### src/rtl/trng_ctrl.sv
// rtl/trng_ctrl.sv - warm-up, sampling and word assembly sequencer for trng_32x3
//
// Purpose:
//   Enables the ring oscillators and waits WARMUP_CYCLES before sampling.
//   It then takes one raw bit every SAMPLE_DIV cycles and packs WORD_WIDTH
//   accepted bits MSB-first into a word. The word is offered on a valid/ready
//   stream. The oscillators keep running while a word waits for the consumer.
//
// Ports:
//   clk       - clock, shared with the TRNG sampling clock
//   reset     - asynchronous, active-high reset
//   enable_i  - run request; low returns to IDLE and stops the oscillators
//   trng_en   - oscillator enable to trng_32x3
//   trng_out  - registered raw bit from trng_32x3
//   data_o    - assembled word, meaningful while valid_o is high
//   valid_o   - word available
//   ready_i   - consumer accepts the word
//   busy_o    - high while warming up or collecting
//
// Optional feature:
//   TRNG_VON_NEUMANN_EN - Von Neumann debiasing on consecutive raw sample pairs
module trng_ctrl #(
  parameter int WARMUP_CYCLES = 256,
  parameter int SAMPLE_DIV    = 4,
  parameter int WORD_WIDTH    = 32
) (
  input  logic                  clk,
  input  logic                  reset,
  input  logic                  enable_i,
  output logic                  trng_en,
  input  logic                  trng_out,
  output logic [WORD_WIDTH-1:0] data_o,
  output logic                  valid_o,
  input  logic                  ready_i,
  output logic                  busy_o
);

  localparam int WW = (WARMUP_CYCLES > 1) ? $clog2(WARMUP_CYCLES) : 1;
  localparam int DW = (SAMPLE_DIV > 1) ? $clog2(SAMPLE_DIV) : 1;
  localparam int BW = $clog2(WORD_WIDTH);

  localparam logic [WW-1:0] WU_LAST  = WW'(WARMUP_CYCLES - 1);
  localparam logic [DW-1:0] DIV_LAST = DW'(SAMPLE_DIV - 1);
  localparam logic [BW-1:0] BIT_LAST = BW'(WORD_WIDTH - 1);

  localparam logic [1:0] S_IDLE    = 2'd0;
  localparam logic [1:0] S_WARMUP  = 2'd1;
  localparam logic [1:0] S_COLLECT = 2'd2;
  localparam logic [1:0] S_HOLD    = 2'd3;

  logic [1:0]            state_q, state_d;
  logic                  trng_en_q, trng_en_d;
  logic                  valid_q, valid_d;
  logic                  busy_q, busy_d;
  logic [WORD_WIDTH-1:0] data_q, data_d;
  logic [WORD_WIDTH-1:0] shift_q, shift_d;
  logic [WW-1:0]         warm_q, warm_d;
  logic [DW-1:0]         div_q, div_d;
  logic [BW-1:0]         bit_q, bit_d;
  logic                  strobe;
  logic                  take;
  logic                  samp_bit;
`ifdef TRNG_VON_NEUMANN_EN
  logic                  pair_q, pair_d;
  logic                  first_q, first_d;
`endif

  assign strobe = (state_q == S_COLLECT) && (div_q == DIV_LAST);

  // Decide whether this strobe yields an accepted bit, and which value.
  always_comb begin
    take     = 1'b0;
    samp_bit = trng_out;
`ifdef TRNG_VON_NEUMANN_EN
    pair_d   = pair_q;
    first_d  = first_q;
    if (strobe) begin
      if (!pair_q) begin
        first_d = trng_out;
        pair_d  = 1'b1;
      end else begin
        pair_d   = 1'b0;
        take     = (first_q != trng_out);
        samp_bit = first_q;
      end
    end
`else
    take = strobe;
`endif
  end

  always_comb begin
    state_d   = state_q;
    trng_en_d = trng_en_q;
    valid_d   = valid_q;
    data_d    = data_q;
    shift_d   = shift_q;
    warm_d    = warm_q;
    div_d     = div_q;
    bit_d     = bit_q;

    case (state_q)
      S_IDLE: begin
        trng_en_d = 1'b0;
        if (enable_i) begin
          state_d   = S_WARMUP;
          trng_en_d = 1'b1;
          warm_d    = '0;
        end
      end
      S_WARMUP: begin
        if (warm_q == WU_LAST) begin
          state_d = S_COLLECT;
          div_d   = '0;
          bit_d   = '0;
        end else begin
          warm_d = warm_q + 1'b1;
        end
      end
      S_COLLECT: begin
        div_d = strobe ? '0 : div_q + 1'b1;
        if (take) begin
          shift_d = {shift_q[WORD_WIDTH-2:0], samp_bit};
          bit_d   = bit_q + 1'b1;
          if (bit_q == BIT_LAST) begin
            data_d  = {shift_q[WORD_WIDTH-2:0], samp_bit};
            valid_d = 1'b1;
            state_d = S_HOLD;
          end
        end
      end
      default: begin
        if (valid_q && ready_i) begin
          valid_d = 1'b0;
          state_d = S_COLLECT;
          div_d   = '0;
          bit_d   = '0;
        end
      end
    endcase

    // Dropping the run request wins over everything, including a handshake;
    // the last delivered word stays visible on data_o.
    if (state_q != S_IDLE && !enable_i) begin
      state_d   = S_IDLE;
      trng_en_d = 1'b0;
      valid_d   = 1'b0;
      data_d    = data_q;
    end

    busy_d = (state_d == S_WARMUP) || (state_d == S_COLLECT);
  end

`ifdef TRNG_VON_NEUMANN_EN
  // Pair phase restarts whenever collection (re)starts.
  always_ff @(posedge clk or posedge reset) begin
    if (reset) begin
      pair_q  <= 1'b0;
      first_q <= 1'b0;
    end else if (state_d == S_COLLECT && state_q != S_COLLECT) begin
      pair_q  <= 1'b0;
      first_q <= 1'b0;
    end else begin
      pair_q  <= pair_d;
      first_q <= first_d;
    end
  end
`endif

  always_ff @(posedge clk or posedge reset) begin
    if (reset) begin
      state_q   <= S_IDLE;
      trng_en_q <= 1'b0;
      valid_q   <= 1'b0;
      busy_q    <= 1'b0;
      data_q    <= '0;
      shift_q   <= '0;
      warm_q    <= '0;
      div_q     <= '0;
      bit_q     <= '0;
    end else begin
      state_q   <= state_d;
      trng_en_q <= trng_en_d;
      valid_q   <= valid_d;
      busy_q    <= busy_d;
      data_q    <= data_d;
      shift_q   <= shift_d;
      warm_q    <= warm_d;
      div_q     <= div_d;
      bit_q     <= bit_d;
    end
  end

  assign trng_en = trng_en_q;
  assign valid_o = valid_q;
  assign busy_o  = busy_q;
  assign data_o  = data_q;

endmodule
### config.mk
export PLATFORM = sky130hd
export DESIGN_NAME = trng_ctrl
export DESIGN_NICKNAME = d
export VERILOG_FILES = /design/src/rtl/trng_ctrl.sv
export SDC_FILE = /design/constraint.sdc
export NUM_CORES = 1
export LEC_CHECK = 0
export BUFFER_PORTS_ARGS = -buffer_cell sky130_fd_sc_hd__buf_2
export CORE_ASPECT_RATIO = 0.7
export CORE_MARGIN = 2
export CORE_UTILIZATION = 52
export DETAILED_ROUTE_END_ITERATION = 10
export PLACE_DENSITY = 0.74
export RECOVER_POWER = 100
export SYNTH_ARGS = -nofsm -noshare
export SYNTH_HDL_FRONTEND = slang
export SYNTH_SLANG_ARGS = --single-unit
### constraint.sdc
create_clock -name clk -period 2.7 [get_ports clk]
set_clock_uncertainty 0.15 [all_clocks]
set_input_delay 0.675 -clock clk [delete_from_list [all_inputs] [get_ports clk]]
set_output_delay 0.675 -clock clk [all_outputs]
set_load 0.005 [all_outputs]
### After elaboration in Yosys (flattened, before gate mapping)

Cells that the tools add are included.
W data, S select, Z words.

| cells by class | value |
|---|---|
| $add $sub $neg | 3 |
| equality and inequality tests | 14 |
| muxes and demuxes | 26 |
| bitwise logic cells | 2 |
| reductions and logical operators | 18 |

Operators by type and width:

| operator | number |
|---|---|
| $mux W2 | 9 |
| $mux W8 | 2 |
| $pmux W8 S2 | 1 |
| $mux W5 | 3 |
| $pmux W5 S3 | 1 |
| $pmux W2 S3 | 2 |
| $reduce_and A4 Y1 | 3 |
| $add A8 B1 Y8 const B | 1 |
| $eq A8 B8 Y1 const B | 1 |
| $ne A2 B2 Y1 const B | 4 |
| $mux W1 | 7 |
| $eq A2 B2 Y1 const B | 3 |
| $reduce_and A3 Y1 | 2 |
| $reduce_bool A2 Y1 | 3 |
| $reduce_bool A3 Y1 | 2 |
| $add A5 B1 Y5 const B | 1 |
| $eq A5 B5 Y1 const B | 1 |
| $eq A2 B1 Y1 const B | 2 |
| $logic_and A1 B1 Y1 | 3 |
| $ne A3 B1 Y1 const B | 1 |
| $ne A3 B2 Y1 const B | 1 |
| $add A2 B1 Y2 const B | 1 |
| $logic_not A2 Y1 | 1 |
| $ne A2 B1 Y1 const B | 1 |
| other kinds (6) | 7 |

| storage, ports and cells | value |
|---|---|
| register bits after elaboration | 83 |
| input port bits | 5 |
| logic and storage cells | 72 |

### Longest topological paths before layout

Gate-level depths: netlist (run 1).

| logic depth | value |
|---|---|
| word-level depth | 7 |
| depth in mapped cells | 7 |
| depth with buffers taken out | 6 |

### Least setup slack after synthesis (run 1)

No wires, ideal clock.

| path | value |
|---|---|
| kind | reg-to-reg |
| start | register div_q[0] |
| end | register data_q[10], in the netlist data_o[10] |
| library setup time | 0.125 ns |
| data arrival time | 1.643 ns |
| slack | 0.782 ns |
| cell stages (with the launch flop) | 8 |
| buffers on the path | 3 |
| path through | dfrtp_1 > ha_1 > and3b_1 > buf_6 > and3_4 > buf_6 > buf_6 > mux2_4 |

| between the ends | value |
|---|---|
| longest elaborated chain between the ends | 3 |

Ends and longest elaborated chain:

| what | line | text |
|---|---|---|
| start, declared | 58 | `logic [DW-1:0] div_q, div_d;` |
| start signal, assigned | 189 | `div_q <= div_d;` |
| $eq A2 B2 Y1 | 68 | `assign strobe = (state_q == S_COLLECT) && (div_q == DIV_LAST);` |
| $logic_and A1 B1 Y1 | 68 |  |
| $reduce_and A4 Y1 (no line) | -- |  |
| end signal, assigned | 186 | `data_q <= data_d;` |
| end, declared | 55 | `logic [WORD_WIDTH-1:0] data_q, data_d;` |

Every way passes these cells.
A chain may end at the register's enable or synchronous reset.

### Worst setup path after layout (run 1)

| path | value |
|---|---|
| start | register warm_q[0] |
| end | register bit_q[4] |

| between the ends | value |
|---|---|
| longest elaborated chain between the ends | 3 |

Ends and longest elaborated chain:

| what | line | text |
|---|---|---|
| start, declared | 57 | `logic [WW-1:0] warm_q, warm_d;` |
| start signal, assigned | 188 | `warm_q <= warm_d;` |
| $eq A8 B8 Y1 | 112 | `if (warm_q == WU_LAST) begin` |
| $ne A2 B2 Y1 (no line) | -- |  |
| $reduce_and A4 Y1 (no line) | -- |  |
| end signal, assigned | 190 | `bit_q <= bit_d;` |
| end, declared | 59 | `logic [BW-1:0] bit_q, bit_d;` |

Every way passes these cells.

==> results of run 1 <==
## synthesized netlist by cell type, drive strengths merged, types with 4 or more instances
cell / n / area (sq um)
a21oi: 6 / 33.8
and3: 4 / 30.0
buf: 7 / 75.1
clkbuf: 7 / 26.3
dfrtp: 83 / 2080
ha: 4 / 50.1
inv: 5 / 18.8
mux2: 32 / 469
nand2: 105 / 394
nand3: 6 / 30.0
nor2: 7 / 26.3
o21ai: 10 / 53.8
## sequential cells by signal, summed over array words and instances, names as in the netlist
signal and cells:
bit_q 5, div_q 2, trng_en 1, shift_q 31
busy_o 1, valid_o 1, warm_q 8, state_q 2
data_o 32
## path summary, 6_finish.rpt
kind / end / slack (ns) / from / cells after the start
worst max-delay path: bit_q[4] / 0.56 / warm_q[0] / 5
worst min-delay path: shift_q[30] / 0.33 / shift_q[30] / 2
worst max register to register: bit_q[4] / 0.56 / warm_q[0] / 5
worst min register to register: shift_q[30] / 0.33 / shift_q[30] / 2
max in group asynchronous: state_q[0] / 1.16 / reset / 3
min in group asynchronous: data_o[8] / 0.55 / reset / 3
## routing by layer
metal	GRT usage	share of wire	vias to the layer above	routed length (um)
met3	0.0747	0.048	5	293
met1	0.270	0.52	1131	3170
li1	-	-	1113	-
met2	0.267	0.43	45	2630
met5	0	0	-	0
met4	0.0444	0.0072	0	44
## worst reg2reg max path, delay by kind of cell, from the launching register on
family                     cells  cell delay (ns)
adders and majority gates      1             0.26
AOI/OAI and AO/OA              2             0.49
DFF                            1             0.42
and+or+nand+nor                2             0.68
## cell families (layout without fill, tap and decap cells)
kind of cell               after synthesis  count (layout)  share of synthesized area
and+or+nand+nor                        138             138                      0.168
DFF                                     83              83                      0.586
muxes                                   34              34                      0.138
AOI/OAI and AO/OA                       29              29                     0.0530
buffers and inverters                   19              63                     0.0339
adders and majority gates                4               4                     0.0141
xor gates and xnor gates                 3               3                    0.00741
## cell type report
| class | instances | area [sq um] |
|---|---|---|
| clock buffers | 10 | 138 |
| clock inverters | 5 | 53.8 |
| fillers | 585 | 2830 |
| inverters | 5 | 22.5 |
| multi-input cells | 208 | 1220 |
| flip-flops and latches | 83 | 2080 |
| well taps | 94 | 118 |
| repair buffers | 43 | 201 |
## stage by stage
| step | cells | utilization | setup slack [ns] | area (sq um) | hold WS (ns) |
|---|---|---|---|---|---|
| finish | 448 | 0.576 | 0.564 | 3830 | 0.328 |
| global route | 448 | 0.576 | 0.378 | 3830 | 0.366 |
| CTS | 448 | 0.599 | 0.549 | 3990 | 0.288 |
| detailed placement | 433 | 0.571 | 0.546 | 3800 | 0.317 |
| global placement | 433 | 0.571 | 0.580 | 3800 | 0.312 |
| floorplan | 310 | - | 0.782 | 3550 | 0.296 |
## cell usage in the layout, fill, tap and decap left out, drive strengths merged
cell type,netlist,layout
a21o,1,1
xor2,2,2
clkinvlp,0,1
or3,2,2
xnor2,1,1
o21ba,1,1
nor2,7,7
nand3b,1,1
a21oi,6,6
ha,4,4
nand2,105,105
o2bb2ai,2,2
inv,5,4
and3,4,4
nand4,3,3
buf,7,24
nor3b,1,1
mux2i,2,2
clkbuf,7,29
a31oi,1,1
nand2b,1,1
and3b,1,1
a21boi,1,1
o211ai,2,2
dfrtp,83,83
bufinv,0,1
clkinv,0,4
o31ai,3,3
o21ai,10,10
and2,3,3
nor3,1,1
mux2,32,32
nand3,6,6
or4,3,3
o21a,1,1
o22ai,1,1
## where the power goes
part | leakage (nW) | internal, mW | switching, mW
Combinational | 0.815 | 0.0176 | 0.0423
Clock | 0.102 | 0.444 | 0.422
Sequential | 1.12 | 1.25 | 0.0124
==> results_dict.tcl, run 1 <==
set metrics [dict create \
    crit_slowest_cell "dfrtp_1" \
    finalSetupViolCount 0 \
    grt_first_pass_wirelength_um 10700 \
    grt_usage 0.187 \
    rsz0062_at_grt "false" \
    synth-seq-area-share 0.586 \
    route.detailed.drc 0 \
    cts_tree "yes" \
    crit_path_max_incr_delay_ns 0.42 \
    die_w_um 103 \
    worstMarginPinSlew_ns 1.08 \
    final.period_utilization 0.791 \
    ios 40 \
    rows 25 \
    numCtsBuffers 9 \
    synthFlopType "dfrtp_1" \
    powerDensity_nw_per_um2 572 \
    cts-root-buf "clkbuf_8" \
    ir_drop_mv 0.306 \
    crit_buf_inv 0 \
    cellLeakagePower_nw 2.04 \
    hold_class "reg -> reg" \
    first_global_vias 2208 \
    crit_chain "ha_1 > nand4_1 > or3_1 > a21oi_1 > o21ai_0" \
    dr.pass1.iters 4 \
    netlist_area_sq_um 3540 \
    portBuffers 39 \
    hpwl_um 3910 \
    hold_viol_final 0 \
    max_freq_mhz 468 \
    setup_tns_ns 0 \
    core_sq_um 6660 \
    post-cts-setup-buffers 0 \
    synth_nets 319 \
    synth_area_per_cell_sq_um 11.4 \
    detail-route-antenna-nets 0 \
    syn2layout_area_growth_pct 8.19 \
    drive_gt1_frac 0.133 \
    route.vias.total 2294 \
    path_max_fanout 7 \
    start_util 0.532 \
    die-area_sq_um 7500 \
    wirelength_um 6140 \
    gp_congestion 0.766 \
    cp-start-kind "flop" \
    arrival_ns 2.20 \
    cts_resized 0 \
    ys_warn_count 0 \
    synth_cells 310 \
    final_nets 359 \
    routedWlPerCell_um 13.7 \
    synthArstFlopShare 1.00 \
    antenna_found_initial 0 \
    diodes 0 \
    required_ns 2.76 \
    fp.dieH_um 73.1 \
    finalMaxSlewViolations 0 \
    drv_cap 0 \
    cts_buffer_depth 2 \
    grt_start_max_net_pins 84 \
    clkLatencyLatePin_ns 0.35 \
    synth_seq_cells 83 \
    drt_iter0_drc 190 \
    htreeDepth 3 \
    cts.sinks 83 \
    total_power_mw 2.19 \
    routed_via_density 5.12 \
    hold_buffers 0 \
    slew_headroom 0.279 \
    synth-edff-count 0 \
    fin_crit_ns 2.14 \
    gr-total-overflow 0 \
    end_kind "flop" \
    path_clk_slew_ns 0.08 \
    critPathTopFamily "simple AND/OR/NAND/NOR gates" \
    critPathKind "reg -> reg" \
    outcome "finished clean" \
    synthDistinctLibCells 39 \
]
(Power assumes the default switching activity.)
==> run 2, diff against run 1 <==
--- a/config.mk
+++ b/config.mk
@@ -8,9 +8,9 @@
 export BUFFER_PORTS_ARGS = -buffer_cell sky130_fd_sc_hd__buf_2
 export CORE_ASPECT_RATIO = 0.7
 export CORE_MARGIN = 2
-export CORE_UTILIZATION = 52
+export CORE_UTILIZATION = 56
 export DETAILED_ROUTE_END_ITERATION = 10
-export PLACE_DENSITY = 0.74
+export PLACE_DENSITY = 0.76
 export RECOVER_POWER = 100
 export SYNTH_ARGS = -nofsm -noshare
 export SYNTH_HDL_FRONTEND = slang
==> constraint.sdc (replaced) <==
create_clock -name clk -period 2.1 [get_ports clk]
set_clock_uncertainty 0.15 [all_clocks]
set_input_delay 0.525 -clock clk [delete_from_list [all_inputs] [get_ports clk]]
set_output_delay 0.525 -clock clk [all_outputs]
set_load 0.005 [all_outputs]
==> run 2 against run 1 <==
Flip-flop and latch count is the same. Non-clock buffer count up 5. Sequential power rose by 28%. Register-to-register slack got worse by 0.43 ns. Via count rose by 1.1%. Wire length is 4.5% higher. Maximum frequency increased by 8.9%. Power rose by 36%. Count of clock-buffer cells in the layout decreased by 1. Design area is 1.6% higher. Worst hold slack worse by 0.13 ns. Critical path type unchanged. Largest power group unchanged.
==> results_dict.tcl, run 2 (synthesized netlist as in run 1, its figures left out) <==
set metrics [dict create \
    outcome "finished clean" \
    final_cells 439 \
    hold_ws_ns 0.195 \
    grt_start_max_net_pins 37 \
    cellLeakagePower_nw 2.09 \
    power_frac_comb 0.029 \
    powerDensity_nw_per_um2 764 \
    rows 24 \
    drt_iter0_drc 120 \
    slew_headroom 0.303 \
    crit_slowest_cell "dfrtp_1" \
    die-area_sq_um 6990 \
    hold_class "in -> async" \
    drive_gt1_frac 0.161 \
    switching_power_mw 0.661 \
    ir_drop_mv 0.447 \
    finalSetupViolCount 0 \
    intPower_mw 2.32 \
    die_w_um 99.1 \
    final.period_utilization 0.934 \
    route.vias.total 2320 \
    required_ns 2.18 \
    cts.sinks 83 \
    fillCellCount 526 \
    antenna_found_initial 0 \
    grt_usage 0.205 \
    portBuffers 39 \
    critPathTopFamily "simple AND/OR/NAND/NOR gates" \
    critPathKind "reg -> reg" \
    first_global_vias 2304 \
    fin_crit_ns 1.96 \
    finalMaxSlewViolations 0 \
    start_util 0.573 \
    diodes 0 \
    syn2layout_area_growth_pct 9.88 \
    crit_chain "ha_1 > nand4_2 > or3_1 > a21oi_2 > o21ai_0" \
    routedWlPerCell_um 14.6 \
    crit_buf_inv 0 \
    final_nets 365 \
    largest_reg_flops 32 \
    total_power_mw 2.98 \
    dr.pass1.iters 4 \
    route.detailed.drc 0 \
    fp.dieH_um 70.6 \
    gp_congestion 0.786 \
    path_max_fanout 7 \
    p_seq_frac 0.546 \
    end_kind "flop" \
    max_freq_mhz 510 \
    cts-root-buf "clkbuf_8" \
    final_common_cell "nand2_1" \
    hpwl_um 4190 \
    dp.cells 422 \
    detail-route-antenna-nets 0 \
    cts_tree "yes" \
    crit_path_max_incr_delay_ns 0.42 \
    worstMarginPinSlew_ns 1.04 \
    drv_cap 0 \
    grt_first_pass_wirelength_um 11200 \
    setup_tns_ns 0 \
    p_sw_frac 0.222 \
    cts_buffer_depth 2 \
    htreeDepth 3 \
    core_sq_um 6190 \
    arrival_ns 2.04 \
    wirelength_um 6420 \
    hold_viol_final 0 \
    gr-total-overflow 0 \
    cp-start-kind "flop" \
    path_clk_slew_ns 0.08 \
    p_clk_frac 0.425 \
    rsz0062_at_grt "false" \
    ios 40 \
    clkLatencyLatePin_ns 0.36 \
    numCtsBuffers 9 \
    routed_via_density 5.28 \
    final_cell_mix "nand2_1, dfrtp_1, mux2_1" \
]
[run 2: changes by cell type in the layout (fill, tap and decap cells not counted), moves of 2 or more]
cell,delta
buf_2,+3
clkbuf_2,+3
inv_6,+3
clkinv_2,-2
[run 2: power groups by stage]
stage          Clock, mW  Combinational (mW)  Sequential, mW
6_report            1.27              0.0856            1.63
5_1_grt             1.36               0.103            1.63
4_1_cts             1.30               0.101            1.63
3_5_place_dp           0               0.102            1.66
3_3_place_gp           0              0.0973            1.66
2_1_floorplan          0              0.0613            1.65
[run 2: worst paths after layout]
kind,start,to,slack [ns],cells after the start
setup / recovery,warm_q[0],bit_q[1],0.14,5
hold reg to reg,shift_q[30],shift_q[30],0.33,2
setup reg to reg,warm_q[0],bit_q[1],0.14,5
min in group clk,trng_out,shift_q[0],0.23,3
max in group asynchronous,reset,data_o[29],0.56,3
hold / removal,reset,data_o[2],0.19,2
[run 2: what timing repair did]
action | 4_1_cts | 5_1_grt
resized for setup | 0 | 1
gates cloned | 1 | 0
setup endpoints to repair | 32 | 15
hold buffers | 0 | 0
hold endpoints to repair | 0 | 0
pin swaps | 0 | 0
setup buffers | 0 | 0
[run 2: area by class of cell]
type / count / area (sq um) / area share
clock buffer: 9 / 124 / 0.0318
sequential: 83 / 2080 / 0.533
timing repair buffer: 48 / 228 / 0.0585
multi-input combinational: 209 / 1250 / 0.321
tap: 78 / 97.6 / 0.0251
clock inverter: 7 / 98.8 / 0.0254
inverter: 5 / 20.0 / 0.00514
[run 2: routing by layer]
metal	wire, um	part of all wire	global-route usage	vias up
met1	3250	0.51	0.299	1135
li1	-	-	-	1130
met3	294	0.046	0.0702	6
met5	0	0	0	-
met4	44	0.0069	0.0518	0
met2	2840	0.44	0.300	49
[run 2: worst register-to-register path: stages (launching register included)]
cell,delay (ns)
dfrtp_1,0.42
ha_1,0.25
nand4_2,0.21
or3_1,0.42
a21oi_2,0.25
o21ai_0,0.15
[run 2: metrics by stage]
step / instance area, sq um / util / worst slack (ns)
floorplan: 3550 / - / 0.182
global placement: 3840 / 0.622 / -0.00751
detailed placement: 3840 / 0.622 / -0.0660
CTS: 4080 / 0.659 / 0.00842
global route: 3890 / 0.630 / 0.00118
finish: 3890 / 0.630 / 0.139
==> run 3, diff against run 2 <==
==> constraint.sdc (replaced) <==
create_clock -name clk -period 2.45 [get_ports clk]
set_clock_uncertainty 0.15 [all_clocks]
set_input_delay 0.6125 -clock clk [delete_from_list [all_inputs] [get_ports clk]]
set_output_delay 0.6125 -clock clk [all_outputs]
set_load 0.005 [all_outputs]
==> run 3 against run 2 <==
Wire length is 3.0% lower. Sequential power decreased by 14%. First-iteration DRC count up 10%.
==> results_dict.tcl, run 3 (synthesized netlist as in run 1, its figures left out) <==
set metrics [dict create \
    ios 40 \
    worstMarginPinSlew_ns 1.09 \
    end_kind "flop" \
    cellLeakagePower_nw 2.07 \
    die_w_um 99.1 \
    hold_buffers 0 \
    final_nets 361 \
    drv_cap 0 \
    gp_congestion 0.852 \
    finalMaxSlewViolations 0 \
    crit_slowest_cell "or3_1" \
    diodes 0 \
    outcome "finished clean" \
    setup_tns_ns 0 \
    grt_start_max_net_pins 84 \
    htreeDepth 3 \
    required_ns 2.52 \
    numCtsBuffers 9 \
    arrival_ns 2.17 \
    routedWlPerCell_um 14.3 \
    ir_drop_mv 0.441 \
    gr-total-overflow 0 \
    antenna_found_initial 0 \
    final_common_cell "nand2_1" \
    largest_reg_flops 32 \
    start_util 0.573 \
    grt_usage 0.203 \
    cts_tree "yes" \
    hold_class "in -> reg" \
    hold_viol_final 0 \
    cts_resized 0 \
    slew_headroom 0.277 \
    cts.sinks 83 \
    path_clk_slew_ns 0.08 \
    dr.pass1.iters 4 \
    final.period_utilization 0.856 \
    route.detailed.drc 0 \
    grt_first_pass_wirelength_um 11100 \
    portBuffers 39 \
    route.vias.total 2285 \
    path_max_fanout 7 \
    clkLatencyLatePin_ns 0.35 \
    first_global_vias 2275 \
    dp.cells 419 \
    die-area_sq_um 6990 \
    drt_iter0_drc 132 \
    syn2layout_area_growth_pct 9.71 \
    rows 24 \
    fillCellCount 532 \
    cts_buffer_depth 2 \
    crit_chain "ha_1 > nand4_1 > or3_1 > a21oi_2 > o21ai_0" \
    cp-start-kind "flop" \
    fin_crit_ns 2.10 \
    final_cells 435 \
    cts-root-buf "clkbuf_8" \
    drive_gt1_frac 0.157 \
    wirelength_um 6230 \
    finalSetupViolCount 0 \
    final_cell_mix "nand2_1, dfrtp_1, mux2_1" \
    core_sq_um 6190 \
    post-cts-setup-buffers 0 \
    detail-route-antenna-nets 0 \
    rsz0062_at_grt "false" \
    fp.dieH_um 70.6 \
    powerDensity_nw_per_um2 653 \
    crit_path_max_incr_delay_ns 0.47 \
    rr_worst_depth 5 \
    hold_depth 3 \
    hpwl_um 4090 \
    max_freq_mhz 477 \
    routed_via_density 5.25 \
    critPathKind "reg -> reg" \
]
[run 3: changes by cell type in the layout (fill, tap and decap cells not counted), sizes merged]
cell and change:
and3 -1, buf +1, clkbuf -4, clkinv +1
clkinvlp +1, inv -2
[run 3: power breakdown]
| group | total (mW) | internal (mW) | switching, mW |
|---|---|---|---|
| logic | 0.0679 | 0.0196 | 0.0483 |
| registers | 1.40 | 1.38 | 0.0146 |
| clock network | 1.08 | 0.580 | 0.497 |
[run 3: per-stage QoR]
| step | total power, mW | worst slack, ns | cell area (sq um) | hold WS (ns) | util |
|---|---|---|---|---|---|
| final | 2.54 | 0.352 | 3890 | 0.330 | 0.629 |
| after global routing | 2.66 | 0.210 | 3890 | 0.327 | 0.629 |
| after CTS | 2.58 | 0.417 | 4040 | 0.228 | 0.652 |
| after detailed placement | 1.50 | 0.428 | 3810 | 0.327 | 0.616 |
| after global placement | 1.49 | 0.459 | 3810 | 0.321 | 0.616 |
| after floorplan | 1.47 | 0.532 | 3550 | 0.296 | - |
[run 3: layer usage]
metal	vias up	global-route usage	routed length, um
met5	-	0	0
met2	44	0.297	2760
met4	0	0.0502	38
li1	1121	-	-
met3	4	0.0702	257
met1	1116	0.298	3170
[run 3: path summary, 6_finish.rpt]
path                       slack (ns)          to       start
min in group asynchronous        0.49   data_o[9]       reset
hold reg to reg                  0.34  data_o[15]  data_o[15]
max in group asynchronous        0.97  data_o[27]       reset
setup reg to reg                 0.35    bit_q[1]   warm_q[0]
setup / recovery                 0.35    bit_q[1]   warm_q[0]
hold / removal                   0.33  shift_q[0]    trng_out
[run 3: layout make-up]
class | count | area, sq um | area share
Clock buffer | 9 | 124 | 0.0319
Clock inverter | 7 | 101 | 0.0261
Inverter | 5 | 22.5 | 0.00579
Multi-Input combinational cell | 208 | 1240 | 0.318
Sequential cell | 83 | 2080 | 0.534
Tap cell | 78 | 97.6 | 0.0251
Timing Repair Buffer | 45 | 230 | 0.0592
[run 3: worst max-delay path: cells and delay by family, from the launching register on]
family	cells	cell delay, ns
simple gates	2	0.78
flops	1	0.43
compound gates	2	0.37
fa+ha+maj	1	0.24
